===== config.mk =====
export PLATFORM = sky130hd
export DESIGN_NAME = fp_mult_pipe
export DESIGN_NICKNAME = d
export VERILOG_FILES = /design/src/rtl/fp_mult_pipe.sv
export SDC_FILE = /design/constraint.sdc
export NUM_CORES = 1
export LEC_CHECK = 0
export BUFFER_PORTS_ARGS = -buffer_cell sky130_fd_sc_hd__buf_2
export CORE_AREA = 2 2 178 180
export CTS_CLUSTER_SIZE = 20
export DETAILED_ROUTE_END_ITERATION = 12
export DIE_AREA = 0 0 180 182
export GPL_ROUTABILITY_DRIVEN = 0
export GPL_TIMING_DRIVEN = 1
export PLACE_DENSITY = 0.71
export SLEW_MARGIN = 5
export SYNTH_ARGS = -nofsm -noshare
export SYNTH_HDL_FRONTEND = slang
export SYNTH_SLANG_ARGS = --single-unit

===== constraint.sdc =====
create_clock -name clk -period 7.3 [get_ports clk]
set_input_delay 0.365 -clock clk [delete_from_list [all_inputs] [get_ports clk]]
set_output_delay 0.365 -clock clk [all_outputs]
set_load 0.01 [all_outputs]

===== src/rtl/fp_mult_pipe.sv =====
// -----------------------------------------------------------------------------
// fp_mult_pipe
//
// Pipelined fixed-point multiplier with a valid/ready handshake. Each operation
// is unsigned or two's-complement, selected per operation. The result is in the
// same Q format as the operands and saturates on overflow. The pipeline never
// inserts bubbles. Under backpressure it holds STAGES results.
//
// Parameters:
//   FP_WIDTH  operand/result width in bits
//   FP_FRAC   fractional bits (1..FP_WIDTH-1)
//   STAGES    registered stages (1..4), equal to the latency
//
// Ports:
//   clk        rising-edge clock
//   reset      synchronous, active-high reset
//   in_valid   operand pair a/b/is_signed is valid
//   in_ready   operand pair is accepted this cycle
//   a, b       multiplicand, multiplier
//   is_signed  1 = two's-complement operands, 0 = unsigned
//   out_valid  out/overflow hold a valid result
//   out_ready  consumer accepts the result this cycle
//   out        saturated product
//   overflow   result was saturated (qualified by out_valid)
//
// Optional feature:
//   FP_MULT_ROUND_EN  when defined, rounds half-up (toward +inf) before
//                     saturation. When undefined, the shift truncates
//                     toward -inf and no rounding adder is built.
// -----------------------------------------------------------------------------
module fp_mult_pipe #(
  parameter int FP_WIDTH = 16,
  parameter int FP_FRAC  = 8,
  parameter int STAGES   = 3
) (
  input  logic                clk,
  input  logic                reset,
  input  logic                in_valid,
  output logic                in_ready,
  input  logic [FP_WIDTH-1:0] a,
  input  logic [FP_WIDTH-1:0] b,
  input  logic                is_signed,
  output logic                out_valid,
  input  logic                out_ready,
  output logic [FP_WIDTH-1:0] out,
  output logic                overflow
);

  localparam int W  = FP_WIDTH;
  // One extra bit beyond the 2W-bit product. This keeps the unsigned range,
  // the signed range and the rounding increment in one signed representation.
  localparam int PW = 2 * W + 1;

  localparam logic signed [PW-1:0] UMAX = {{(PW - W){1'b0}}, {W{1'b1}}};
  localparam logic signed [PW-1:0] SMAX = {{(PW - W + 1){1'b0}}, {(W - 1){1'b1}}};
  localparam logic signed [PW-1:0] SMIN = {{(PW - W + 1){1'b1}}, {(W - 1){1'b0}}};
`ifdef FP_MULT_ROUND_EN
  localparam logic signed [PW-1:0] RND  = {{(PW - 1){1'b0}}, 1'b1} << (FP_FRAC - 1);
`endif

  // The operands are extended (sign or zero) to PW bits before the multiply.
  // The true product always fits in PW bits, so the truncated result is exact.
  function automatic logic signed [PW-1:0] mul_full(input logic [W-1:0] x,
                                                    input logic [W-1:0] y,
                                                    input logic         sgn);
    logic signed [PW-1:0] xe;
    logic signed [PW-1:0] ye;
    xe = {{(PW - W){sgn & x[W-1]}}, x};
    ye = {{(PW - W){sgn & y[W-1]}}, y};
    return xe * ye;
  endfunction

  // Returns {overflow, result}. For unsigned operations the extended value is
  // never negative, so the arithmetic shift also acts as the logical shift.
  function automatic logic [W:0] saturate(input logic signed [PW-1:0] p,
                                          input logic                 sgn);
    logic signed [PW-1:0] r;
    logic signed [PW-1:0] sh;
`ifdef FP_MULT_ROUND_EN
    r = p + RND;
`else
    r = p;
`endif
    sh = r >>> FP_FRAC;
    if (sgn) begin
      if (sh > SMAX)      return {1'b1, 1'b0, {(W - 1){1'b1}}};
      else if (sh < SMIN) return {1'b1, 1'b1, {(W - 1){1'b0}}};
      else                return {1'b0, sh[W-1:0]};
    end else begin
      if (sh > UMAX)      return {1'b1, {W{1'b1}}};
      else                return {1'b0, sh[W-1:0]};
    end
  endfunction

  // ---------------------------------------------------------------------------
  // Stage occupancy and advance chain
  // ---------------------------------------------------------------------------
  logic [STAGES-1:0] valid_q;
  logic [STAGES-1:0] valid_d;
  logic [STAGES-1:0] adv;   // stage i loads new contents this cycle
  logic [STAGES-1:0] vin;   // validity of what would enter stage i

  // A stage can accept new contents when it is empty or its contents move on.
  // This ripples from out_ready back to in_ready in one cycle.
  always_comb begin : p_adv
    logic nxt;
    adv = '0;
    nxt = out_ready;
    for (int i = STAGES - 1; i >= 0; i--) begin
      adv[i] = !valid_q[i] || nxt;
      nxt    = adv[i];
    end
  end

  always_comb begin
    vin    = '0;
    vin[0] = in_valid;
    for (int i = 1; i < STAGES; i++) begin
      vin[i] = valid_q[i-1];
    end
  end

  always_comb begin
    valid_d = valid_q;
    for (int i = 0; i < STAGES; i++) begin
      if (adv[i]) valid_d[i] = vin[i];
    end
  end

  always_ff @(posedge clk) begin
    if (reset) valid_q <= '0;
    else       valid_q <= valid_d;
  end

  // ---------------------------------------------------------------------------
  // Datapath: operand register, product register(s), result register
  // ---------------------------------------------------------------------------
  logic signed [PW-1:0] fin_prod;  // full product that enters the last stage
  logic                 fin_sgn;

  if (STAGES == 1) begin : g_s1
    // A single stage multiplies the live inputs directly into the result.
    assign fin_prod = mul_full(a, b, is_signed);
    assign fin_sgn  = is_signed;
  end else begin : g_sn
    logic [W-1:0] a_q;
    logic [W-1:0] b_q;
    logic         s_q;

    always_ff @(posedge clk) begin
      if (reset) begin
        a_q <= '0;
        b_q <= '0;
        s_q <= 1'b0;
      end else if (adv[0] && in_valid) begin
        a_q <= a;
        b_q <= b;
        s_q <= is_signed;
      end
    end

    if (STAGES == 2) begin : g_s2
      assign fin_prod = mul_full(a_q, b_q, s_q);
      assign fin_sgn  = s_q;
    end else begin : g_s3p
      // prod_q[j] belongs to stage j+1. Only the first one multiplies.
      // The remaining ones are plain delay registers.
      localparam int NP = STAGES - 2;
      logic signed [PW-1:0] prod_q [NP];
      logic                 psgn_q [NP];

      always_ff @(posedge clk) begin
        if (reset) begin
          for (int j = 0; j < NP; j++) begin
            prod_q[j] <= '0;
            psgn_q[j] <= 1'b0;
          end
        end else begin
          if (adv[1] && vin[1]) begin
            prod_q[0] <= mul_full(a_q, b_q, s_q);
            psgn_q[0] <= s_q;
          end
          for (int j = 1; j < NP; j++) begin
            if (adv[j+1] && vin[j+1]) begin
              prod_q[j] <= prod_q[j-1];
              psgn_q[j] <= psgn_q[j-1];
            end
          end
        end
      end

      assign fin_prod = prod_q[NP-1];
      assign fin_sgn  = psgn_q[NP-1];
    end
  end

  logic [W:0]   sat_d;
  logic [W-1:0] out_q;
  logic         ovf_q;

  assign sat_d = saturate(fin_prod, fin_sgn);

  // The result register loads only when a real result enters. Under
  // backpressure adv is low, so out and overflow stay put.
  always_ff @(posedge clk) begin
    if (reset) begin
      out_q <= '0;
      ovf_q <= 1'b0;
    end else if (adv[STAGES-1] && vin[STAGES-1]) begin
      out_q <= sat_d[W-1:0];
      ovf_q <= sat_d[W];
    end
  end

  assign in_ready  = adv[0];
  assign out_valid = valid_q[STAGES-1];
  assign out       = out_q;
  assign overflow  = ovf_q;

endmodule


# Word level (Yosys, flattened, before mapping)
# Memory sizes are Yosys's and may differ from the RTL's.
# Index checks and enable logic that the tools add are counted.
dict set report op_classes {
  bitwise 2
  n_mul 1
  n_reduce_logical 11
  muxes 13
  n_lt_le_gt_ge 3
}
# op n
set op_table {}
lappend op_table {{$mux 17} 4}
lappend op_table {{$mul 17x17->33} 1}
lappend op_table {{$mux 33} 1}
lappend op_table {{$reduce_or 33->1} 1}
lappend op_table {{$gt 25x16->1 const B} 1}
lappend op_table {{$gt 25x17->1 const B} 1}
lappend op_table {{$lt 25x16->1 const B} 1}
lappend op_table {{$mux 1} 8}
lappend op_table {{$logic_and 1x1->1} 3}
lappend op_table {{$logic_not 1->1} 3}
lappend op_table {{$logic_or 1x1->1} 3}
lappend op_table {{$and 1x1->1} 2}
lappend op_table {{$reduce_or 1->1} 1}
dict set report totals {
  regBits 53
  mem_count 2
  ramBits 34
  output_inout_bits 19
}
# memory words word_bits read_ports rd_clocked_by_memory_dff wr line_no
set memory_table {}
lappend memory_table {g_sn.g_s3p.prod_q 1 33 1 0 1 169} ;# logic signed [PW-1:0] prod_q [NP];
lappend memory_table {g_sn.g_s3p.psgn_q 1 1 1 0 1 170} ;# logic psgn_q [NP];

# Depth between registers and ports, before layout
dict set report logic_depth {
  depth_word 9
  mapped_depth 25
  depth_no_buf 23
}

# Least setup slack after synthesis
# OpenSTA, ideal clock, no wires.
dict set report synth_timing {
  path_kind {register to register}
  from {register g_sn.s_q}
  to {memory g_sn.g_s3p.prod_q[0][31] in the netlist's numbering, data pin}
  path_stages_with_launch 23
  setup_slack_ns 1.095
  n_path_buf 1
  arrival_ns 5.939
  required_time_ns 7.034
  period_less_slack_ns 6.205
  cell_sequence {dfxtp_1 -> and2_1 -> clkbuf_1 -> nand2_1 -> inv_1 -> fa_1 -> inv_1 -> fa_1 -> inv_1 -> fa_1 -> inv_1 -> fa_1 -> fa_1 -> fa_1 -> inv_1 -> ha_1 -> a21o_1 -> a21o_1 -> a21o_1 -> or4_4 -> o22ai_2 -> xor2_1 -> nor2_1}
}
dict set report synth_via {
  elab_chain_len 3
  elab_cells_between_ends 4
  classes_between {mul (1); mux (1); bitwise (2)}
}
# item line_no
set synth_rtl {}
lappend synth_rtl {{start, declared} 148} ;# logic s_q;
lappend synth_rtl {{start signal, assigned} 158} ;# s_q <= is_signed;
lappend synth_rtl {{$and 1x1->1, on equally long branches} {68, 69}}
lappend synth_rtl {{$mul 17x17->33 (*)} 70} ;# return xe * ye;
lappend synth_rtl {{$mux 33 (no line) (*)} n/a}
lappend synth_rtl {{end, declared} 169}
# Every way passes the cells marked *; elsewhere a longest branch is shown, timed or not.

# Worst setup path after layout
dict set report layout_timing {
  from {register g_sn.s_q}
  to {memory g_sn.g_s3p.prod_q[0][32] in the netlist's numbering, data pin}
}
# The elaborated chain is that of the path after synthesis.

==> flow_summary_export.csv <==
group,metric,value,unit
sta,drv_slew,0,
clock_tree,cts_buffers,9,
clock_tree,cts_setup_buffers,0,
sta,clock.fmax,0.148,GHz
floorplanning,core_area,31000,um2
floorplanning,die_area,32800,um2
hold_path,min_from,"a[2]",
clock_tree,path_clk_slew,0.08,ns
global_routing,grt_pass1_wl,57300,um
setup_path,timing.rr.end,"g_sn.g_s3p.prod_q[0][32]",
cells_and_area,finish.instance_area,14800,um2
setup_path,worst-endpoint-required,7.40,ns
synthesis,synthFlopType,"dfxtp_1",
clock_tree,ctsResizeCount,0,
global_routing,antenna_found_initial,0,
clock_tree,cts_tree,"done",
global_routing,grt_max_degree,59,
setup_path,startpoint_type,"register",
setup_path,cp_max_fo,11,
hold_path,min_to,"g_sn.a_q[2]",
floorplanning,die-height,182,um
clock_tree,cts_root_buf,"clkbuf_16",
detailed_routing,via_per_inst,5.25,
clock_tree,cts_hold_buf,0,
pwr,power,1.51,mW
global_routing,grt_usage,22.1,%
cells_and_area,nets,1958,
detailed_routing,drt_iter0_markers,729,
cells_and_area,area_delta_synth_final,7.42,%
detailed_routing,wirelength,34100,um
pwr,powerDensity,102,nW/um2
sta,skew,0.0176,ns
synthesis,synth_cell_types,57,
sta,hold_violations,0,
detailed_routing,first_pass_iters,5,
sta,rsz0062_at_grt,"no",
flow_run,max_cap_viol_count,0,
placed_design,dp_cells,1944,
setup_path,cp.arrival,6.85,ns
sta,worstMarginPinSlew,1.28,ns
detailed_routing,drc,0,
clock_tree,clock_latency,0.37,ns
cells_and_area,layout_common_cells,"inv_1, fa_1, nand2_1",
global_routing,gr-total-overflow,0,
cells_and_area,drive_gt1_share,7.00,%
synthesis,synth_edf_count,26,
cells_and_area,fin_cells,1960,
synthesis,ys_ff_latch,79,
placed_design,place.port_buffers,55,
setup_path,rrSetupSlack,0.55,ns
detailed_routing,num_vias,10294,
floorplanning,rows,65,
detailed_routing,wl_per_cell,17.4,um
synthesis,avgSynthCellArea,8.95,um2
cells_and_area,final.fill_count,2905,
sta,tns,0,ns
floorplanning,pin_count,56,
synthesis,syn_area,13700,um2
floorplanning,start_util,44.3,%
floorplanning,fp.dieW,180,um
outcome,status,"finished, final reports clean",
sta,min_period_over_period,92.5,%
placed_design,dpl-instance-area,14400,um2
placed_design,dp_hpwl,27600,um
setup_path,r2r_cells,19,
hold_path,hold_depth,3,
synthesis,synthArstFlopShare,0,%
hold_path,hp-class,"in -> reg",
synthesis,syn_inst,1535,
clock_tree,clock_sinks,79,
clock_tree,htreeDepth,3,
sta,setup_violations,0,
setup_path,cp-end-kind,"register",
pwr,leakage,7.43,nW
detailed_routing,final_antenna_net_count,0,
synthesis,syn-num-nets,1940,
global_routing,grt_pass1_vias,11289,
sta,relSlewSlack,14.7,%
clock_tree,cts_buffer_depth,2,
setup_path,critPathLaunch,"g_sn.s_q",
pwr,ir_worst_vdd,107,uV
setup_path,regToRegStartpoint,"g_sn.s_q",
cells_and_area,layout_commonest_cell,"inv_1",
setup_path,setup.worst_path.class,"reg -> reg",
synthesis,ys_seq_area_share,13.4,%
sta,fin_crit,6.75,ns
cells_and_area,n_antenna_cell,0,
synthesis,yosysWarnings,0,
## state kept, by name, summed over array words and instances, names as in the netlist
signal,flops
g_sn.g_s3p.prod_q,25
g_sn.a_q,16
g_sn.b_q,16
out,16
valid_q,3
g_sn.g_s3p.psgn_q,1
g_sn.s_q,1
overflow,1
## synth_stat cells (7+ instances only)
cell	count	area, um2
clkbuf_1	68	255
nand3_1	14	70.1
nor3_1	21	105
and2_1	127	795
nand4_1	7	43.8
xor2_1	10	87.6
dfxtp_1	53	1060
nor2_1	62	233
o21ai_0	15	75.1
fa_1	289	5790
ha_1	79	988
a21o_1	10	75.1
edfxtp_1	26	781
and3_1	8	50.1
a21oi_1	79	395
xnor2_1	22	193
inv_1	332	1250
nand2_1	236	886
## worst max-delay path: stages (launching register included)
cell	delay (ns)
dfxtp_1	0.49
and2_1	0.42
nand2_1	0.17
inv_1	0.16
fa_1	0.49
inv_1	0.19
fa_1	0.54
inv_1	0.29
fa_1	0.51
fa_1	0.57
fa_1	0.43
fa_1	0.44
ha_1	0.44
nand2_1	0.22
nor2_1	0.26
nand4_1	0.22
a311o_1	0.39
nand2b_1	0.09
xnor2_1	0.11
nor2_1	0.05
## through the flow
step / setup WS [ns] / util, % / hold WS, ns
final: 0.547 / 47.6 / 0.228
after global placement: 0.782 / 46.6 / 0.446
after CTS: 0.584 / 47.6 / 0.222
after floorplan: 1.10 / - / 0.476
after global routing: 0.205 / 47.6 / 0.245
after detailed placement: 0.633 / 46.6 / 0.451
## how the worst max path moves through the flow
stage | to
after floorplan | g_sn.g_s3p.prod_q[0][31]
after global placement | g_sn.g_s3p.prod_q[0][32]
after detailed placement | g_sn.g_s3p.prod_q[0][31]
after CTS | g_sn.g_s3p.prod_q[0][31]
after global routing | g_sn.g_s3p.prod_q[0][30]
final | g_sn.g_s3p.prod_q[0][32]
## power by group
| part | internal [mW] | leakage, nW | switching (mW) |
|---|---|---|---|
| logic | 0.178 | 6.56 | 0.286 |
| clock network | 0.291 | 0.159 | 0.216 |
| registers | 0.482 | 0.713 | 0.0533 |
## metal layers
layer	share of wire, %	track usage (%)	vias up
met5	0	0	-
met4	3.7	8.88	0
met3	7.5	4.07	74
met2	47	36.5	380
met1	41	28.9	5214
li1	-	-	4626
## logic make-up (layout without fill, tap and decap cells)
kind of cell,count (synthesis),after routing,synth area share [%]
compound gates,144,144,6.52
xor+xnor,32,32,2.04
fa+ha+maj,368,368,49.3
buf+inv,404,427,11.1
flops,79,79,13.4
mux,3,3,0.255
simple gates,505,505,17.4
## area by class of cell
type                       count  area, um2  share of cell area, %
timing repair buffer          79        455                   3.09
multi-input combinational   1052      10400                   70.4
tap                          402        503                   3.41
clock buffer                  10        250                   1.70
inverter                     332       1250                   8.45
sequential                    79       1840                   12.5
clock inverter                 6       71.3                  0.483
No activity file was read; power rests on OpenSTA's default activity.
